<file path="src/rtl/alu_issue_ctrl.sv">
// alu_issue_ctrl
//   Multi-cycle issue controller that sits between fetch/register read and the
//   register-file write port. It accepts one MIPS instruction with its operands,
//   decodes it into ALU drive signals, holds them for EXEC_CYCLES cycles, captures
//   the ALU result and presents a single-cycle completion strobe.
//
// Ports
//   clk, reset                      rising-edge clock, synchronous active-high reset
//   instr_valid / instr_ready       instruction handshake (ready only in IDLE)
//   instr, rs_data, rt_data         instruction word and register operands
//   alu_in_one, alu_in_two          ALU operands (registered, stable in EXECUTE)
//   alu_control, shift_amount       ALU operation code and shift amount
//   alu_result, alu_zero            combinational ALU outputs
//   wb_valid, wb_reg, wb_data       write-back strobe, destination and data
//   branch_valid, branch_taken      beq resolution strobe and outcome
//   illegal                         undecodable-instruction strobe
//
// State table
//   state      | meaning
//   S_IDLE     | ready for a new instruction; operands latched on handshake
//   S_DECODE   | ALU drive signals and destination registered
//   S_EXECUTE  | ALU inputs held; down-counter runs to terminal count 0
//   S_COMPLETE | one-cycle wb_valid / branch_valid / illegal strobe
module alu_issue_ctrl #(
  parameter logic [3:0] EXEC_CYCLES = 4'd1
) (
  input  logic        clk,
  input  logic        reset,
  input  logic        instr_valid,
  output logic        instr_ready,
  input  logic [31:0] instr,
  input  logic [31:0] rs_data,
  input  logic [31:0] rt_data,
  output logic [31:0] alu_in_one,
  output logic [31:0] alu_in_two,
  output logic [3:0]  alu_control,
  output logic [4:0]  shift_amount,
  input  logic [31:0] alu_result,
  input  logic        alu_zero,
  output logic        wb_valid,
  output logic [4:0]  wb_reg,
  output logic [31:0] wb_data,
  output logic        branch_valid,
  output logic        branch_taken,
  output logic        illegal
);

  typedef enum logic [1:0] {S_IDLE, S_DECODE, S_EXECUTE, S_COMPLETE} state_t;
  typedef enum logic [1:0] {K_WB, K_BRANCH, K_ILLEGAL} kind_t;

  state_t      state_q, state_d;
  kind_t       kind_q, kind_d;
  logic [31:0] instr_q, instr_d;
  logic [31:0] rs_q, rs_d;
  logic [31:0] rt_q, rt_d;
  logic [31:0] alu_in_one_q, alu_in_one_d;
  logic [31:0] alu_in_two_q, alu_in_two_d;
  logic [3:0]  alu_control_q, alu_control_d;
  logic [4:0]  shift_amount_q, shift_amount_d;
  logic [4:0]  dest_q, dest_d;
  logic [3:0]  cnt_q, cnt_d;
  logic        wb_valid_q, wb_valid_d;
  logic [4:0]  wb_reg_q, wb_reg_d;
  logic [31:0] wb_data_q, wb_data_d;
  logic        branch_valid_q, branch_valid_d;
  logic        branch_taken_q, branch_taken_d;
  logic        illegal_q, illegal_d;

  // decoded fields of the latched instruction
  logic [5:0]  opcode_f, funct_f;
  logic [4:0]  rt_f, rd_f, shamt_f;
  logic [31:0] imm_sext, imm_zext;
  logic        unused_rs_field;

  assign opcode_f = instr_q[31:26];
  assign rt_f     = instr_q[20:16];
  assign rd_f     = instr_q[15:11];
  assign shamt_f  = instr_q[10:6];
  assign funct_f  = instr_q[5:0];
  assign imm_sext = {{16{instr_q[15]}}, instr_q[15:0]};
  assign imm_zext = {16'd0, instr_q[15:0]};
  // rs arrives as data; its register number is not needed here
  assign unused_rs_field = ^instr_q[25:21];

  kind_t       dec_kind;
  logic [3:0]  dec_ctrl;
  logic [31:0] dec_a, dec_b;
  logic [4:0]  dec_sh, dec_dest;

  always_comb begin
    dec_kind = K_ILLEGAL;
    dec_ctrl = 4'b1111;
    dec_a    = '0;
    dec_b    = '0;
    dec_sh   = '0;
    dec_dest = '0;
    case (opcode_f)
      6'h00: begin
        dec_kind = K_WB;
        dec_a    = rs_q;
        dec_b    = rt_q;
        dec_dest = rd_f;
        case (funct_f)
          6'h20: dec_ctrl = 4'b0000;
          6'h22: dec_ctrl = 4'b0001;
          6'h27: dec_ctrl = 4'b0010;
          6'h24: dec_ctrl = 4'b0101;
          6'h25: dec_ctrl = 4'b0110;
          6'h2A: dec_ctrl = 4'b0111;
          // shifts operate on rt
          6'h00: begin
            dec_ctrl = 4'b0011;
            dec_a    = rt_q;
            dec_sh   = shamt_f;
          end
          6'h02: begin
            dec_ctrl = 4'b0100;
            dec_a    = rt_q;
            dec_sh   = shamt_f;
          end
          default: begin
            dec_kind = K_ILLEGAL;
            dec_ctrl = 4'b1111;
            dec_a    = '0;
            dec_b    = '0;
            dec_dest = '0;
          end
        endcase
      end
      6'h08: begin
        dec_kind = K_WB;
        dec_ctrl = 4'b0000;
        dec_a    = rs_q;
        dec_b    = imm_sext;
        dec_dest = rt_f;
      end
      6'h0A: begin
        dec_kind = K_WB;
        dec_ctrl = 4'b0111;
        dec_a    = rs_q;
        dec_b    = imm_sext;
        dec_dest = rt_f;
      end
      6'h0C: begin
        dec_kind = K_WB;
        dec_ctrl = 4'b0101;
        dec_a    = rs_q;
        dec_b    = imm_zext;
        dec_dest = rt_f;
      end
      6'h0D: begin
        dec_kind = K_WB;
        dec_ctrl = 4'b0110;
        dec_a    = rs_q;
        dec_b    = imm_zext;
        dec_dest = rt_f;
      end
      6'h04: begin
        dec_kind = K_BRANCH;
        dec_ctrl = 4'b0001;
        dec_a    = rs_q;
        dec_b    = rt_q;
      end
      default: ;
    endcase
  end

  always_comb begin
    state_d        = state_q;
    kind_d         = kind_q;
    instr_d        = instr_q;
    rs_d           = rs_q;
    rt_d           = rt_q;
    alu_in_one_d   = alu_in_one_q;
    alu_in_two_d   = alu_in_two_q;
    alu_control_d  = alu_control_q;
    shift_amount_d = shift_amount_q;
    dest_d         = dest_q;
    cnt_d          = cnt_q;
    wb_reg_d       = wb_reg_q;
    wb_data_d      = wb_data_q;
    branch_taken_d = branch_taken_q;
    wb_valid_d     = 1'b0;
    branch_valid_d = 1'b0;
    illegal_d      = 1'b0;
    case (state_q)
      S_IDLE: begin
        if (instr_valid) begin
          instr_d = instr;
          rs_d    = rs_data;
          rt_d    = rt_data;
          state_d = S_DECODE;
        end
      end
      S_DECODE: begin
        alu_in_one_d   = dec_a;
        alu_in_two_d   = dec_b;
        alu_control_d  = dec_ctrl;
        shift_amount_d = dec_sh;
        dest_d         = dec_dest;
        kind_d         = dec_kind;
        cnt_d          = EXEC_CYCLES - 4'd1;
        if (dec_kind == K_ILLEGAL) begin
          illegal_d = 1'b1;
          state_d   = S_COMPLETE;
        end else begin
          state_d = S_EXECUTE;
        end
      end
      S_EXECUTE: begin
        if (cnt_q == 4'd0) begin
          state_d = S_COMPLETE;
          if (kind_q == K_BRANCH) begin
            branch_valid_d = 1'b1;
            branch_taken_d = alu_zero;
          end else begin
            // writes to $zero are computed but never strobed
            wb_valid_d = (dest_q != 5'd0);
            wb_reg_d   = dest_q;
            wb_data_d  = alu_result;
          end
        end else begin
          cnt_d = cnt_q - 4'd1;
        end
      end
      S_COMPLETE: state_d = S_IDLE;
      default:    state_d = S_IDLE;
    endcase
  end

  always_ff @(posedge clk) begin
    if (reset) begin
      state_q        <= S_IDLE;
      kind_q         <= K_ILLEGAL;
      instr_q        <= '0;
      rs_q           <= '0;
      rt_q           <= '0;
      alu_in_one_q   <= '0;
      alu_in_two_q   <= '0;
      alu_control_q  <= 4'b1111;
      shift_amount_q <= '0;
      dest_q         <= '0;
      cnt_q          <= '0;
      wb_valid_q     <= 1'b0;
      wb_reg_q       <= '0;
      wb_data_q      <= '0;
      branch_valid_q <= 1'b0;
      branch_taken_q <= 1'b0;
      illegal_q      <= 1'b0;
    end else begin
      state_q        <= state_d;
      kind_q         <= kind_d;
      instr_q        <= instr_d;
      rs_q           <= rs_d;
      rt_q           <= rt_d;
      alu_in_one_q   <= alu_in_one_d;
      alu_in_two_q   <= alu_in_two_d;
      alu_control_q  <= alu_control_d;
      shift_amount_q <= shift_amount_d;
      dest_q         <= dest_d;
      cnt_q          <= cnt_d;
      wb_valid_q     <= wb_valid_d;
      wb_reg_q       <= wb_reg_d;
      wb_data_q      <= wb_data_d;
      branch_valid_q <= branch_valid_d;
      branch_taken_q <= branch_taken_d;
      illegal_q      <= illegal_d;
    end
  end

  assign instr_ready  = (state_q == S_IDLE);
  assign alu_in_one   = alu_in_one_q;
  assign alu_in_two   = alu_in_two_q;
  assign alu_control  = alu_control_q;
  assign shift_amount = shift_amount_q;
  assign wb_valid     = wb_valid_q;
  assign wb_reg       = wb_reg_q;
  assign wb_data      = wb_data_q;
  assign branch_valid = branch_valid_q;
  assign branch_taken = branch_taken_q;
  assign illegal      = illegal_q;

endmodule

</file>
<file path="config.mk">
export PLATFORM = sky130hd
export DESIGN_NAME = alu_issue_ctrl
export DESIGN_NICKNAME = d
export VERILOG_FILES = /design/src/rtl/alu_issue_ctrl.sv
export SDC_FILE = /design/constraint.sdc
export NUM_CORES = 1
export LEC_CHECK = 0
export BUFFER_PORTS_ARGS = -buffer_cell sky130_fd_sc_hd__clkbuf_2
export CORE_AREA = 2 2 139 141
export CTS_BUF_LIST = sky130_fd_sc_hd__clkbuf_2
export CTS_CLUSTER_DIAMETER = 50
export CTS_CLUSTER_SIZE = 25
export DETAILED_ROUTE_END_ITERATION = 8
export DIE_AREA = 0 0 141 143
export PLACE_DENSITY = 0.72
export SYNTH_ARGS = -nofsm -noshare
export SYNTH_HDL_FRONTEND = slang
export SYNTH_SLANG_ARGS = --single-unit
</file>
<file path="constraint.sdc">
create_clock -name clk -period 5.2 [get_ports clk]
set_clock_uncertainty 0.05 [all_clocks]
set_input_delay 0.52 -clock clk [delete_from_list [all_inputs] [get_ports clk]]
set_output_delay 0.52 -clock clk [all_outputs]
set_load 0.01 [all_outputs]
</file>
* Yosys cells after proc, flatten, opt, wreduce, memory -nomap -nowiden
Cells that the tools add are included.
Storage, ports and cells: logic and storage cells 83, output and inout bits 115, register bits after elaboration 223, input bits 132
Cells by class: add/subtract/negate cells 1, bitwise logic cells 4, multiplexer cells 20, eq/ne operators 20, reduce and logical (&&, ||, !) cells 21
Operator list (number):
- $pmux 32 s2 | 2
- $pmux 32 s4 | 1
- $eq 6x6->1 const B | 6
- $mux 32 | 1
- $pmux 4 s8 | 1
- $eq 6x4->1 const B | 4
- $pmux 4 s6 | 1
- $mux 5 | 3
- $logic_not 6->1 | 2
- $pmux 5 s2 | 1
- $pmux 2 s4 | 1
- $pmux 4 s2 | 1
- $reduce_or 2->1 | 4
- $reduce_or 4->1 | 2
- $reduce_or 8->1 | 1
- $eq 2x2->1 const B | 3
- $eq 6x2->1 const B | 1
- $eq 6x3->1 const B | 1
- $mux 2 | 3
- $ne 2x2->1 const B | 3
- $pmux 2 s3 | 1
- $reduce_and 2->1 | 3
- $reduce_and 3->1 | 2
- $reduce_or 6->1 | 1
- 11 further kinds | 17

* Depth between registers and ports, before layout
depth in word-level cells 7, depth in mapped cells 9, depth with buffers taken out 7

* Worst setup path after synthesis
OpenSTA, ideal clock, no wires.
path type register to register, from register state_q[1], to register alu_in_two_q[22] (netlist: alu_in_two[22]), buffers on the path 1, stages on the path, launching flop included 9, path slack 3.339 ns, arrival time 1.751 ns, period minus slack after synthesis 1.861 ns, library setup time 0.060 ns, cells stage by stage dfxtp_1 -> inv_1 -> ha_1 -> or2b_2 -> or2_2 -> nor2_1 -> o21a_2 -> buf_6 -> a221o_1
Between the ends: cells in the longest elaborated chain, start to end 1
Ends and longest elaborated chain:
- from (decl) | RTL line 51 | state_t state_q, state_d;
- from (signal assigned) | RTL line 251 | state_q <= state_d;
- $eq 2x1->1 | RTL line 186 | case (state_q)
- to (signal assigned) | RTL line 257 | alu_in_two_q <= alu_in_two_d;
- to (decl) | RTL line 57 | logic [31:0] alu_in_two_q, alu_in_two_d;
Every way passes these cells. A chain may end at the register's enable or synchronous reset.

* Final worst setup path
from register state_q[1], to register alu_in_one_q[24] (netlist: alu_in_one[24])
Between the ends: cells in the longest elaborated chain, start to end 1
Ends and longest elaborated chain:
- $eq 2x1->1 | RTL line 186
- to (signal assigned) | RTL line 256 | alu_in_one_q <= alu_in_one_d;
- to (decl) | RTL line 56 | logic [31:0] alu_in_one_q, alu_in_one_d;
Every way passes these cells.

==> results.txt <==
Die height -> 143 µm
CP delay by family, top -> simple AND/OR/NAND/NOR gates
Clock power share -> 21.5%
Endpoints failing setup -> 0
Final #Nets -> 1429
First-pass GRT wire length -> 39000 µm
Final ANT Viol Nets -> 0
Initial DRC count -> 417
Filler cells -> 1598
Drt drc -> 0
Int Pwr -> 2540 µW
Clock Sinks -> 218
Post-CTS setup repair buffer count -> 0
M2 GR Usage -> 40.0%
Layout cells sized above 1 -> 24.4%
Part of the cycle the worst path needs -> 53.0%
Met1 usage -> 29.6%
Syn_nets -> 1108
Critical Path RT -> 5.95 ns
Total CTS buffers -> 25
EDFF count, synth -> 0
Die X -> 141 µm
Ys flop type -> dfxtp_1
CP bufs+invs -> 1
Max FO, Critical Path -> 31
Worst vdd ir -> 201 µV
Core area -> 18600 µm²
Comb pwr share -> 29.1%
Final Critical Period -> 2.76 ns
GRT overflow -> 0
Initial Util -> 45.4%
Final WS setup -> 2.44 ns
Rel. slew slack -> 24.9%
Area of the multi-input gates -> 3670 µm²
Hold WS -> 0.110 ns
Synth cell types -> 62
Wire per inst -> 16.1 µm
Max stage delay on crit path -> 0.71 ns
Fmax -> 363 MHz
Syn. warnings -> 0
Final wirelength -> 24800 µm
Clock Latency Late Sink -> 0.88 ns
Vias post-DR -> 8102
WP data arrival -> 3.50 ns
Power per cell area -> 375 nW/µm²
Pleak -> 0.00468 µW
HP Class -> primary input to flip-flop
IO Pins -> 247
Cells after synthesis -> 972
Grt met3 use -> 4.56%
Worst setup SP type -> flip-flop
GPL Wtd Cong -> 0.827
Sequential power share -> 49.4%
CTS clk-pin slew, worst paths -> 0.23 ns
Critical path endpoint category -> flip-flop
TritonRoute pass-1 iters -> 5
Crit-path cells -> inv_1 -> ha_1 -> or2b_2 -> nor2_1 -> and2_4 -> nor2b_4 -> a221o_1
H-tree Lvls -> 1
Status -> completed
Syn Std Cell Area -> 8440 µm²
Root Driver -> clkbuf_2
Hold Vio Cnt, Final -> 0
Cell Rows -> 50
Largest net degree at the start of global routing -> 98
Final core utilization -> 60.1%
Die Footprint -> 20200 µm²
Max-cap violation count -> 0
Max Buffers Root-to-Sink -> 3
Fin. max-slew vios -> 0
Area grow syn2layout -> 32.3%
Initial antenna violation count -> 1
Area occupied by registers -> 4360 µm²
Total global routing track utilization -> 23.7%
RSZ-0062 raised after global routing -> no
Post-place setup slack -> 2.44 ns
Kind of critical path -> flip-flop to flip-flop
Vias/cell -> 5.24
Register area share after synthesis -> 51.7%
Slew @ Worst Pin -> 1.12 ns
PortBufs -> 241
Switching fraction of total power -> 39.4%
Avg Inst Size Synth -> 8.68 µm²
Synth Register Bits -> 218
TritonCTS clock tree -> yes
Final HPWL DP -> 14800 µm
Asr flop ratio synth -> 0%
CP max stage cell -> nor2b_4
Final TNS setup -> 0 ns
NetSw -> 1650 µW
Vias in the first global route -> 7822
Grt peak-use layer -> met2
## metrics by stage
| stage | cells | area (µm²) | power, µW |
|---|---|---|---|
| finish | 1545 | 11200 | 4190 |
| global route | 1545 | 11200 | 4450 |
| CTS | 1544 | 11200 | 4210 |
| detailed placement | 1376 | 9610 | 3230 |
| global placement | 1376 | 9610 | 3210 |
| floorplan | 972 | 8440 | 2880 |
## power by group through the flow
stage	logic (µW)	clock network [µW]	registers (µW)
2_1_floorplan	807	0	2070
3_3_place_gp	1120	0	2090
3_5_place_dp	1130	0	2100
4_1_cts	1210	933	2060
5_1_grt	1360	995	2100
6_report	1220	902	2070
## what timing repair did
action                    4_1_cts  5_1_grt
gates resized for setup         0        0
hold endpoints to repair      124        0
hold buffers                  124        0
## cells in the final DEF, fill, tap and decap left out, types with 3 or more instances in the layout
cell type / Yosys / routed
nand2_1: 280 / 279
clkbuf_2: 0 / 265
dfxtp_1: 218 / 218
a21oi_1: 136 / 136
dlygate4sd3_1: 0 / 124
a221o_1: 44 / 44
nor2_1: 34 / 33
and2_1: 33 / 32
a21boi_0: 18 / 18
a221oi_1: 16 / 16
o21ai_1: 11 / 11
nor3_1: 10 / 10
nand2b_1: 8 / 8
o21ai_0: 8 / 8
inv_1: 8 / 8
inv_6: 0 / 7
a22oi_1: 6 / 6
mux2i_1: 5 / 5
buf_4: 1 / 5
a221oi_2: 4 / 4
ha_1: 4 / 4
clkinv_8: 0 / 4
a31oi_1: 3 / 3
nor2b_1: 3 / 3
or2_2: 3 / 3
a221o_2: 3 / 3
nand3_1: 3 / 3
## cell usage after synthesis, types with 2 or more instances
cell type  count  area, µm²
nand3_1        3       15.0
nor2_1        34        128
nand2b_1       8       50.1
o21ai_0        8       40.0
nor4_1         2       12.5
a22oi_1        6       45.0
and2_1        33        206
a221oi_2       4       60.1
nor2b_1        3       18.8
nand2_1      280       1050
o21ai_1       11       55.1
a21oi_1      136        681
ha_1           4       50.1
dfxtp_1      218       4360
a21boi_0      18        135
nor3_1        10       50.1
and3_2         2       15.0
buf_2          5       25.0
a31oi_1        3       18.8
a221o_1       44        440
and3_1         2       12.5
or2_2          3       18.8
a221o_2        3       33.8
buf_6         11        124
o21a_1         2       15.0
clkbuf_1      52        195
mux2i_1        5       50.1
a221oi_1      16        140
inv_1          8       30.0
buf_1          6       22.5
## tightest hold or removal path: stages
cell,delay (ns)
clkbuf_2,0.13
nand2b_1,0.15
a31oi_1,0.09
nor2_1,0.07
## final cells by class
class | count | share of cell area [%]
inverter | 9 | 0.302
sequential | 218 | 39.1
tap | 234 | 2.62
antenna | 1 | 0.0224
multi-input combinational | 669 | 32.9
clock buffer | 25 | 1.12
clock inverter | 19 | 1.67
timing repair buffer | 370 | 22.3
## path summary, 6_finish.rpt
| check | startpoint | to | slack [ns] | depth (start not counted) |
|---|---|---|---|---|
| max | state_q[1] | alu_in_one[24] | 2.44 | 7 |
| min | instr_valid | state_q[1] | 0.11 | 4 |
| max reg2reg | state_q[1] | alu_in_one[24] | 2.44 | 7 |
| min reg2reg | wb_data[26] | wb_data[26] | 0.42 | 2 |
## metal layers
| layer | up-vias | share of wire, % |
|---|---|---|
| li1 | 3994 | - |
| met5 | - | 0 |
| met1 | 3720 | 43 |
| met4 | 0 | 3.8 |
| met2 | 309 | 47 |
| met3 | 79 | 6.2 |
## kinds of logic (layout without fill, tap and decap cells)
family                   Yosys count  after routing  share of synthesized area [%]
AO/OA/AOI/OAI                    266            266                           21.5
XOR/XNOR                           1              1                          0.104
adder cells (fa/ha/maj)            4              4                          0.593
buffers and inverters             85            423                           5.00
flip-flops                       218            218                           51.7
multiplexers                       5              5                          0.593
other                              0              1                              0
AND/OR/NAND/NOR                  393            393                           20.5
(Power assumes the default switching activity.)
